[config.mk]
export PLATFORM = sky130hd
export DESIGN_NAME = fp8_dot_seq
export DESIGN_NICKNAME = d
export VERILOG_FILES = /design/src/rtl/fp8_pkg.sv /design/src/rtl/fp8_mul.sv /design/src/rtl/fp8_dot_seq.sv
export SDC_FILE = /design/constraint.sdc
export NUM_CORES = 1
export LEC_CHECK = 0
export ABC_CLOCK_PERIOD_IN_PS = 7850
export CAP_MARGIN = 20
export CORE_MARGIN = 3
export CORE_UTILIZATION = 28
export DETAILED_ROUTE_END_ITERATION = 7
export SKIP_LAST_GASP = 1
export SLEW_MARGIN = 30
export SYNTH_ARGS = -nofsm -noshare
export SYNTH_HDL_FRONTEND = slang
export SYNTH_SLANG_ARGS = --single-unit
export TNS_END_PERCENT = 30
[constraint.sdc]
create_clock -name clk -period 7.85 [get_ports clk]
set_clock_uncertainty 0.05 [all_clocks]
set_input_delay 1.57 -clock clk [delete_from_list [all_inputs] [get_ports clk]]
set_output_delay 1.57 -clock clk [all_outputs]
set_load 0.02 [all_outputs]
[src/rtl/fp8_pkg.sv]
// Shared fp8 definitions: field layout, special encodings and sequencer states.
package fp8_pkg;

  localparam int FP8_W     = 8;
  localparam int FRAC_W    = 4;
  localparam int EXP_W     = 3;
  localparam int FRAC_LSB  = 0;
  localparam int EXP_LSB   = FRAC_LSB + FRAC_W;
  localparam int SIGN_POS  = EXP_LSB + EXP_W;
  localparam int FP8_BIAS  = 3;

  localparam logic [FP8_W-1:0] FP8_ZERO    = 8'h00;
  localparam logic [FP8_W-2:0] FP8_MAX_MAG = 7'h7F;

  typedef struct packed {
    logic              sign;
    logic [EXP_W-1:0]  exp;
    logic [FRAC_W-1:0] frac;
  } fp8_t;

  typedef enum logic {ACC, DONE} seq_state_t;

  // Any encoding with zero magnitude bits is zero, whatever the sign.
  function automatic logic fp8_is_zero(input fp8_t v);
    return (v.exp == '0) && (v.frac == '0);
  endfunction

endpackage

[src/rtl/fp8_mul.sv]
// Combinational fp8 multiplier: truncating, saturates on overflow, flushes on underflow.
module fp8_mul
  import fp8_pkg::*;
(
  input  fp8_t a,
  input  fp8_t b,
  output fp8_t p
);

  logic [9:0]        m;
  logic signed [5:0] e;
  logic [3:0]        f;
  logic              unused_low_bits;

  // Low product bits fall below the 4-bit fraction and are truncated.
  assign unused_low_bits = ^m[3:0];

  // Mantissa product, normalisation and range handling.
  always_comb begin
    m = 10'({1'b1, a.frac}) * 10'({1'b1, b.frac});
    e = $signed({3'b000, a.exp}) + $signed({3'b000, b.exp}) - $signed(6'(FP8_BIAS));
    f = m[7:4];
    if (m[9]) begin
      f = m[8:5];
      e = e + 6'sd1;
    end
    p = FP8_ZERO;
    if (fp8_is_zero(a) || fp8_is_zero(b)) begin
      p = FP8_ZERO;
    end else if (e > 6'sd7) begin
      p = {a.sign ^ b.sign, FP8_MAX_MAG};
    end else if (e < 6'sd0) begin
      p = FP8_ZERO;
    end else begin
      p = {a.sign ^ b.sign, e[2:0], f};
    end
  end

endmodule

[src/rtl/fp8_dot_seq.sv]
// Dot-product sequencer: feeds an external fp8 adder with accumulator and
// product, registers its sum, and hands out the result after N_TERMS pairs.
//
// state | meaning
// ACC   | accepting operand pairs, accumulating through the external adder
// DONE  | result held on out_data until the consumer takes it
module fp8_dot_seq
  import fp8_pkg::*;
#(
  parameter int N_TERMS = 4
) (
  input  logic       clk,
  input  logic       rst_n,
  input  logic       clear,
  input  logic       in_valid,
  output logic       in_ready,
  input  logic [7:0] a,
  input  logic [7:0] b,
  output logic [7:0] add_x,
  output logic [7:0] add_y,
  input  logic [7:0] add_z,
  output logic       out_valid,
  input  logic       out_ready,
  output logic [7:0] out_data
);

  localparam logic [7:0] LAST = 8'(N_TERMS - 1);

  seq_state_t state, state_nxt;
  logic [7:0] cnt, cnt_nxt;
  fp8_t       acc, acc_nxt;
  fp8_t       prod;

  fp8_mul u_mul (
    .a (a),
    .b (b),
    .p (prod)
  );

  assign add_x    = acc;
  assign add_y    = prod;
  assign out_data = acc;

  // State, counter and accumulator registers.
  always_ff @(posedge clk or negedge rst_n) begin
    if (!rst_n) begin
      state <= ACC;
      cnt   <= '0;
      acc   <= FP8_ZERO;
    end else begin
      state <= state_nxt;
      cnt   <= cnt_nxt;
      acc   <= acc_nxt;
    end
  end

  // Next-state and handshake outputs; clear overrides any handshake.
  always_comb begin
    state_nxt = state;
    cnt_nxt   = cnt;
    acc_nxt   = acc;
    in_ready  = 1'b0;
    out_valid = 1'b0;
    case (state)
      ACC: begin
        in_ready = 1'b1;
        if (in_valid) begin
          acc_nxt = add_z;
          cnt_nxt = cnt + 8'd1;
          if (cnt == LAST) state_nxt = DONE;
        end
      end
      DONE: begin
        out_valid = 1'b1;
        if (out_ready) begin
          acc_nxt   = FP8_ZERO;
          cnt_nxt   = '0;
          state_nxt = ACC;
        end
      end
    endcase
    if (clear) begin
      acc_nxt   = FP8_ZERO;
      cnt_nxt   = '0;
      state_nxt = ACC;
    end
  end

endmodule

; ---- Word-level counts from Yosys, hierarchy flattened
; Cells that the tools add are included.
[classes]
multipliers = 1
n_addsub = 4
n_bitwise = 2
mux = 19
n_reduce_logical = 8
eq_ne = 3
order_cmp = 2
[op_table]
columns = operator, n
row1 = $mux 8, 8
row2 = $pmux 8 s2, 2
row3 = $mul 5x5->10, 1
row4 = $add 8x1->8 const B, 1
row5 = $eq 8x2->1 const B, 1
row6 = $logic_not 4->1, 2
row7 = $add 6x2->6 const B, 1
row8 = $gt 6x4->1 const B, 1
row9 = $logic_not 3->1, 2
row10 = $lt 6x1->1 const B, 1
row11 = $mux 1, 6
row12 = $mux 6, 1
row13 = $ne 3x3->1 const B, 2
row14 = $sub 6x3->6 const B, 1
row15 = $add 3x3->4, 1
row16 = $mux 4, 1
row17 = $logic_and 1x1->1, 2
row18 = $pmux 1 s2, 1
row19 = $reduce_and 2->1, 1
row20 = $logic_or 1x1->1, 1
row21 = $not 1->1, 1
row22 = $xor 1x1->1, 1
[totals]
in_bits = 29
register_bits = 17
wordCells = 44

; ---- Longest topological paths before layout
; Gate-level depths: netlist of run 1.
[depth]
depth_word = 8
depth_mapped = 14
ltp_nobuf = 13

; ---- By module
; Synthesis of run 1 repeated with hierarchy kept, for this count alone.
[hier_totals]
cells_unflattened = 216
area_unflattened_um2 = 1980.6
[by_module_without_submodules]
columns = mod, instances, seq_area_each_um2, area_each_um2, cells_per_inst
row1 = fp8_mul, 1, 0.0, 1087.3, 132
row2 = fp8_dot_seq, 1, 425.4, 893.4, 84

; ---- Worst setup path after synthesis of run 1
; OpenSTA, ideal clock, no wires.
[synth_path]
path_type = input port to output port
from = in a[1]
to = out add_y[0]
stages = 14
arrival_time_ps = 5596
slack_ps = 634
n_path_buf = 1
t_required_ps = 6230
cell_sequence = and2_1 -> fa_1 -> inv_1 -> fa_1 -> fa_1 -> inv_1 -> ha_1 -> nand4_1 -> o22ai_1 -> mux2_2 -> o32a_1 -> or4_1 -> buf_2 -> o21ai_0
[synth_via]
elab_chain_cells = 6
elab_cells_between_ends = 11
classes_between = 1 x mul / 2 x order compare / 5 x mux / 3 x reduce/logical
[synth_lines]
columns = item, line
row1 = from (decl), fp8_dot_seq.sv:17  ; input logic [7:0] a,
row2 = $mul 5x5->10, fp8_mul.sv:20  ; m = 10'({1'b1, a.frac}) * 10'({1'b1, b.frac});
row3 = $mux 6, fp8_mul.sv:23  ; if (m[9]) begin
row4 = $lt 6x1->1, fp8_mul.sv:32  ; end else if (e < 6'sd0) begin
row5 = $mux 8, fp8_mul.sv:32
row6 = $mux 8, fp8_mul.sv:30  ; end else if (e > 6'sd7) begin
row7 = $mux 8 (*), fp8_mul.sv:28  ; if (fp8_is_zero(a) || fp8_is_zero(b)) begin
row8 = to (decl), fp8_dot_seq.sv:20  ; output logic [7:0] add_y,
; Every way passes the cells marked *; elsewhere a longest branch is shown, timed or not.

; ---- Worst setup path after layout of run 1
[layout_path]
from = in a[1]
to = out add_y[5]
; The elaborated chain is that of the path after synthesis.

==> key figures, run 1 <==
Place
  – Dpl cell area: 2710 sq um
  – Post-Place Setup Slack: -0.277 ns
  – Port buffer count: 54
  – Placer's final routability congestion estimate: 0.805
  – DP HPWL: 4060 microns

Worst hold path
  – Worst Hold Depth: 1
  – HP Class: register to register

Die
  – Die Wd: 90.2 microns
  – Placement Rows: 30
  – # IOs: 55
  – Area of the core: 6830 sq um
  – Die Ht: 90.2 microns
  – Starting Density: 29.0%
  – Die area: 8130 sq um

Clocking
  – Cts bufs inserted: 3
  – CTS tree: yes
  – Clock transition at path regs: 0.07 ns
  – Clk buf depth: 2
  – Clock Latency Late Sink: 0.25 ns
  – Postcts setup bufs: 0
  – Hold-fix buffer count after cts: 0
  – Clock Sinks: 17
  – Htree depth: 1
  – Root buffer cell: clkbuf_8

Routing
  – Vias: 1910
  – Vias per Instance: 4.84
  – Drt total wl: 4910 microns
  – DRT Pass-1 Iters: 4
  – Routed len/inst: 12.4 microns
  – DRC errors left: 0
  – Iter 0 DRT Violations: 68
  – DRT antenna net count: 0

STA
  – Final WS setup: 0.205 ns
  – Hold slack: 0.476 ns
  – Final worst path period share: 97.4%
  – Final setup violation count: 0
  – Max-slew headroom: 49.5%
  – Fin. Hold Viols: 0
  – Max frequency: 131 MHz
  – RSZ-0062 raised after global routing: yes
  – Slew @ Worst Pin: 0.756 ns
  – Pins Over Slew Limit: 0
  – Min Tclk post-route: 7.64 ns

Layout
  – Design area: 2750 sq um
  – Layout Nets: 359
  – P&R area growth vs syn: 38.5%
  – # diodes: 0
  – Share of post-route cells with drive strength above 1: 12.0%

Global route
  – GR Overflow Total: 0
  – Vias in the first global route: 1901
  – Gr usage total: 12.7%
  – Global-route wire length before repair: 8850 microns
  – Initial antenna violation count: 0
  – Pin count of the biggest net entering global routing: 18

Setup path
  – Cells on worst reg2reg path: 6
  – FF-to-FF setup slack: 5.99 ns
  – Critical-path maximum fanout: 7
  – Worst path cell trace: clkdlybuf4s50_1, and2_1, fa_1, inv_1, fa_1, fa_1, inv_1, ha_1, nand4_1, o22ai_1, mux2_2, o32a_1, or4_4, o21ai_0, dlymetal6s2s_1
  – Most common cell on crit path: fa_1
  – Critical path launch point type: input port
  – Critical Path RT: 6.23 ns
  – CP Capture Type: primary output
  – Crit path DAT: 6.02 ns
  – Max incr delay on CP: 0.59 ns
  – Slowest stage cell on the critical path: or4_4
  – CP Class: input port to primary output

Logic synthesis
  – Most frequent cell after synthesis: inv_1
  – Mapped Nets: 295
  – Yosys top cell by area: dfrtp_1
  – Synth Register Bits: 17
  – Cells after Synth: 236
  – Mean Syn Cell Area: 8.40 sq um
  – Post-synthesis sequential area ratio: 21.5%
  – Synth Flop Type: dfrtp_1
  – Top cells by count, synth: inv_1, ha_1, nand2_1
  – Post-Synthesis Cell Area: 1980 sq um
  – Synth top area cells: dfrtp_1, ha_1, fa_1, a22o_1, inv_1
  – Number of synthesized flops with an enable pin: 0
  – Async SR Flop Fraction: 100%
  – Library cells used by synthesis: 46
  – Ys Warns: 0
  – Yosys top cell area share: 21.5%

Run
  – Max-capacitance violation count: 0

Power and ir drop
  – Flop pwr share: 21.1%
  – Leak: 1.23 nW
  – Logic gate share of total power: 64.4%
  – Switching portion of total power: 41.3%
  – Internal: 261 uW
  – Clk pwr share: 14.5%
  – Power per cell area: 162 nW/um^2
  – VDD IR max: 0.000110 V
  – Psw: 184 uW

Run status
  – Status: finished, final reports clean
[power by group through the flow]
| stage | sequential, mW | combinational [mW] | clock [mW] |
|---|---|---|---|
| floorplan | 0.0982 | 0.176 | 0 |
| global placement | 0.0954 | 0.295 | 0 |
| detailed placement | 0.0956 | 0.297 | 0 |
| CTS | 0.0939 | 0.296 | 0.0675 |
| global route | 0.0946 | 0.321 | 0.0709 |
| finish | 0.0939 | 0.286 | 0.0643 |
[stage by stage]
step                setup TNS [ns]  instances  util (%)  power [mW]
floorplan                        0        236         -       0.274
global placement             -1.46        391      39.6       0.390
detailed placement           -1.82        391      39.7       0.392
CTS                          -1.36        395      40.3       0.458
global route               -0.0509        395      40.2       0.486
finish                           0        395      40.2       0.444
[sequential cells by signal, summed over array words and instances, names as in the netlist]
name / count
state: 1
add_x: 8
cnt: 8
[cells by family (layout without fill, tap and decap cells)]
family	after synthesis	count (layout)	share of synthesized area, %
and+or+nand+nor	76	76	19.5
AOI/OAI and AO/OA	56	56	19.9
buffers and inverters	42	105	9.84
adders and majority gates	30	30	22.3
DFF	17	17	21.5
xor gates and xnor gates	12	12	5.30
muxes	3	3	1.64
[area by class of cell]
type                            count  area (sq um)
Sequential cell                    17           425
Fill cell                         710          4090
Clock buffer                        3          41.3
Inverter                           26          97.6
Clock inverter                      1          5.00
Tap cell                           96           120
Multi-Input combinational cell    177          1370
Timing Repair Buffer               75           686
[repair_timing]
action	CTS	global route
gates cloned	0	0
endpoints found under the setup margin	7	7
resized for setup	2	14
[critical path, delay by kind of cell]
| kind | cells | cell delay [ns] |
|---|---|---|
| compound gates | 3 | 0.62 |
| simple gates | 3 | 0.89 |
| fa+ha+maj | 4 | 1.82 |
| mux | 1 | 0.37 |
| buf+inv | 4 | 0.75 |
[routing by layer]
layer  track usage, %  vias up  part of all wire [%]
met5                0        -                     0
met2             20.3       49                    46
met1             18.1      900                    49
met4             3.06        0                  0.55
li1                 -      959                     -
met3             1.59        2                   4.3
[final timing paths]
check | start | endpoint
worst max-delay path | a[1] | add_y[5]
worst min-delay path | add_x[2] | add_x[2]
worst max register to register | state | cnt[7]
worst min register to register | add_x[2] | add_x[2]
max in group asynchronous | rst_n | add_x[6]
min in group asynchronous | rst_n | cnt[7]
[layout by cell type, fill, tap and decap left out, drive strengths merged, types with 3 or more instances in the layout]
cell type      count
nor2b              3
fa                 9
nor3               8
a22o              12
buf               21
dlymetal6s2s       3
ha                21
and2               9
clkbuf             7
xnor2             11
inv               26
nand3              6
nand2             18
nor2              15
a21o               3
dfrtp             17
a21oi             14
nand4              5
clkdlybuf4s50     47
o221ai             3
nor4               4
o21ai             11
Power figures use the tool's default switching activity.
==> run 2, diff against run 1 <==
==> constraint.sdc (replaced) <==
create_clock -name clk -period 7.85 [get_ports clk]
set_clock_uncertainty 0.05 [all_clocks]
set_input_delay 1.9625 -clock clk [delete_from_list [all_inputs] [get_ports clk]]
set_output_delay 1.9625 -clock clk [all_outputs]
set_load 0.02 [all_outputs]
==> key figures, run 2 (synthesis results as in run 1) <==
Clocking
  – Hold-fix buffer count after cts: 0 (unchanged)
  – Clock transition at path regs: 0.07 ns (about the same)
  – Root buffer cell: clkbuf_8 (unchanged)
  – Clock Latency Late Sink: 0.25 ns (about the same)
  – Htree depth: 1 (unchanged)
  – Clock Sinks: 17 (unchanged)
  – CTS tree: yes (unchanged)
  – Clk buf depth: 2 (unchanged)
  – Cts bufs inserted: 3 (unchanged)

Run status
  – Status: finished with violations (was finished, final reports clean)
  – Failing checks: negative setup slack

STA
  – Max frequency: 125 MHz (was 131 MHz)
  – Final worst path period share: 102% (was 97.4%)
  – TNS Setup: -0.879 ns (was 0 ns)
  – Max-slew headroom: 40.8% (was 49.5%)
  – RSZ-0062 raised after global routing: yes (unchanged)
  – Pins Over Slew Limit: 0 (unchanged)
  – Final setup violation count: 8 (was 0)
  – Final WS setup: -0.132 ns (was 0.205 ns)
  – Min Tclk post-route: 7.98 ns (was 7.64 ns)
  – Slew @ Worst Pin: 0.865 ns (was 0.756 ns)
  – Fin. Hold Viols: 0 (unchanged)

Global route
  – Global-route wire length before repair: 8790 microns (was 8850 microns)
  – Gr usage total: 12.6% (was 12.7%)
  – Pin count of the biggest net entering global routing: 18 (unchanged)
  – Vias in the first global route: 1996 (was 1901)
  – Initial antenna violation count: 0 (unchanged)
  – GR Overflow Total: 0 (unchanged)

Routing
  – Routed len/inst: 12.6 microns (was 12.4 microns)
  – DRT Pass-1 Iters: 4 (unchanged)
  – Drt total wl: 5170 microns (was 4910 microns)
  – Vias per Instance: 4.89 (was 4.84)
  – Vias: 2013 (was 1910)
  – DRT antenna net count: 0 (unchanged)
  – DRC errors left: 0 (unchanged)
  – Iter 0 DRT Violations: 71 (was 68)

Setup path
  – Critical-path maximum fanout: 7 (unchanged)
  – CP top delay family: adder cells (unchanged)
  – Crit path DAT: 5.97 ns (was 6.02 ns)
  – Critical path launch point type: input port (unchanged)
  – Worst path cell trace: buf_6, and2_4, fa_1, inv_1, fa_1, fa_1, inv_2, ha_4, nand4_1, o22ai_2, mux2_4, o32a_4, buf_4, nor2_1, clkdlybuf4s50_1 (was clkdlybuf4s50_1, and2_1, fa_1, inv_1, fa_1, fa_1, inv_1, ha_1, nand4_1, o22ai_1, mux2_2, o32a_1, or4_4, o21ai_0, dlymetal6s2s_1)
  – Critical path buffers and inverters: 5 (was 4)
  – Critical Path RT: 5.84 ns (was 6.23 ns)
  – CP Capture Type: primary output (unchanged)
  – Slowest stage cell on the critical path: clkdlybuf4s50_1 (was or4_4)
  – CP Class: input port to primary output (unchanged)
  – Most common cell on crit path: fa_1 (unchanged)
  – Max incr delay on CP: 0.61 ns (was 0.59 ns)

Die
  – Die Ht: 90.2 microns (unchanged)
  – Placement Rows: 30 (unchanged)
  – Die Wd: 90.2 microns (unchanged)
  – Starting Density: 29.0% (unchanged)
  – Die area: 8130 sq um (unchanged)
  – Area of the core: 6830 sq um (unchanged)
  – # IOs: 55 (unchanged)

Run
  – Max-capacitance violation count: 0 (unchanged)

Layout
  – P&R area growth vs syn: 49.0% (was 38.5%)
  – Commonest non-fill, non-tap cells in the layout: clkdlybuf4s50_1, buf_4, inv_1 (was clkdlybuf4s50_1, inv_1, ha_1, buf_4, nand2_1)
  – Fillers: 710 (unchanged)
  – Layout Nets: 376 (was 359)
  – # diodes: 0 (unchanged)
  – Commonest non-fill, non-tap cell in the layout: clkdlybuf4s50_1 (unchanged)
  – Post-layout util: 43.3% (was 40.2%)
  – Share of post-route cells with drive strength above 1: 24.1% (was 12.0%)

Place
  – Port buffer count: 54 (unchanged)
  – DP HPWL: 4010 microns (was 4060 microns)
  – Placer's final routability congestion estimate: 0.804 (was 0.805)

Power and ir drop
  – Power per cell area: 172 nW/um^2 (was 162 nW/um^2)
  – Leak: 1.33 nW (was 1.23 nW)
  – VDD IR max: 0.000138 V (was 0.000110 V)

Worst hold path
  – HP Class: register to register (unchanged)
run 2: what timing repair did:
item,CTS,global route
gates resized for setup,65,2
endpoints found under the setup margin,8,8
setup buffers,7,0
gates cloned,0,0
pin swaps,11,1
run 2: worst paths after layout:
kind,startpoint,endpoint,slack [ns],depth (start not counted)
setup / recovery,a[2],add_y[7],-0.13,15
hold / removal,add_x[3],add_x[3],0.49,1
setup reg to reg,state,cnt[7],6.00,6
hold reg to reg,add_x[3],add_x[3],0.49,1
max in group asynchronous,rst_n,cnt[1],5.16,1
min in group asynchronous,rst_n,add_x[0],2.11,1
run 2: metrics by stage:
stage	setup slack, ns	instances	hold slack [ns]	total power, mW	instance area, sq um
final	-0.132	412	0.485	0.509	2960
after global routing	-0.220	412	0.505	0.553	2960
after CTS	-0.0846	413	0.491	0.514	2960
after detailed placement	-1.01	402	0.472	0.444	2870
after global placement	-0.974	402	0.463	0.444	2870
after floorplan	0.000449	236	0.457	0.307	2070
run 2: metal layers:
metal	track usage, %	up-vias	part of all wire (%)
li1	-	998	-
met1	16.6	956	47
met2	21.6	55	49
met3	2.18	4	4.2
met4	2.42	0	0.48
met5	0	-	0
run 2: report_power, final:
group	total, mW	switching (mW)	leakage, nW	internal, mW
Combinational	0.352	0.179	1.07	0.173
Clock	0.0634	0.0282	0.0255	0.0351
Sequential	0.0940	0.00301	0.231	0.0910
run 2: final cells by class:
type | instances | area (sq um) | share of cell area [%]
Clock buffer | 3 | 41.3 | 1.40
Clock inverter | 1 | 5.00 | 0.169
Inverter | 26 | 97.6 | 3.30
Multi-Input combinational cell | 177 | 1480 | 50.1
Sequential cell | 17 | 425 | 14.4
Tap cell | 96 | 120 | 4.06
Timing Repair Buffer | 92 | 786 | 26.6
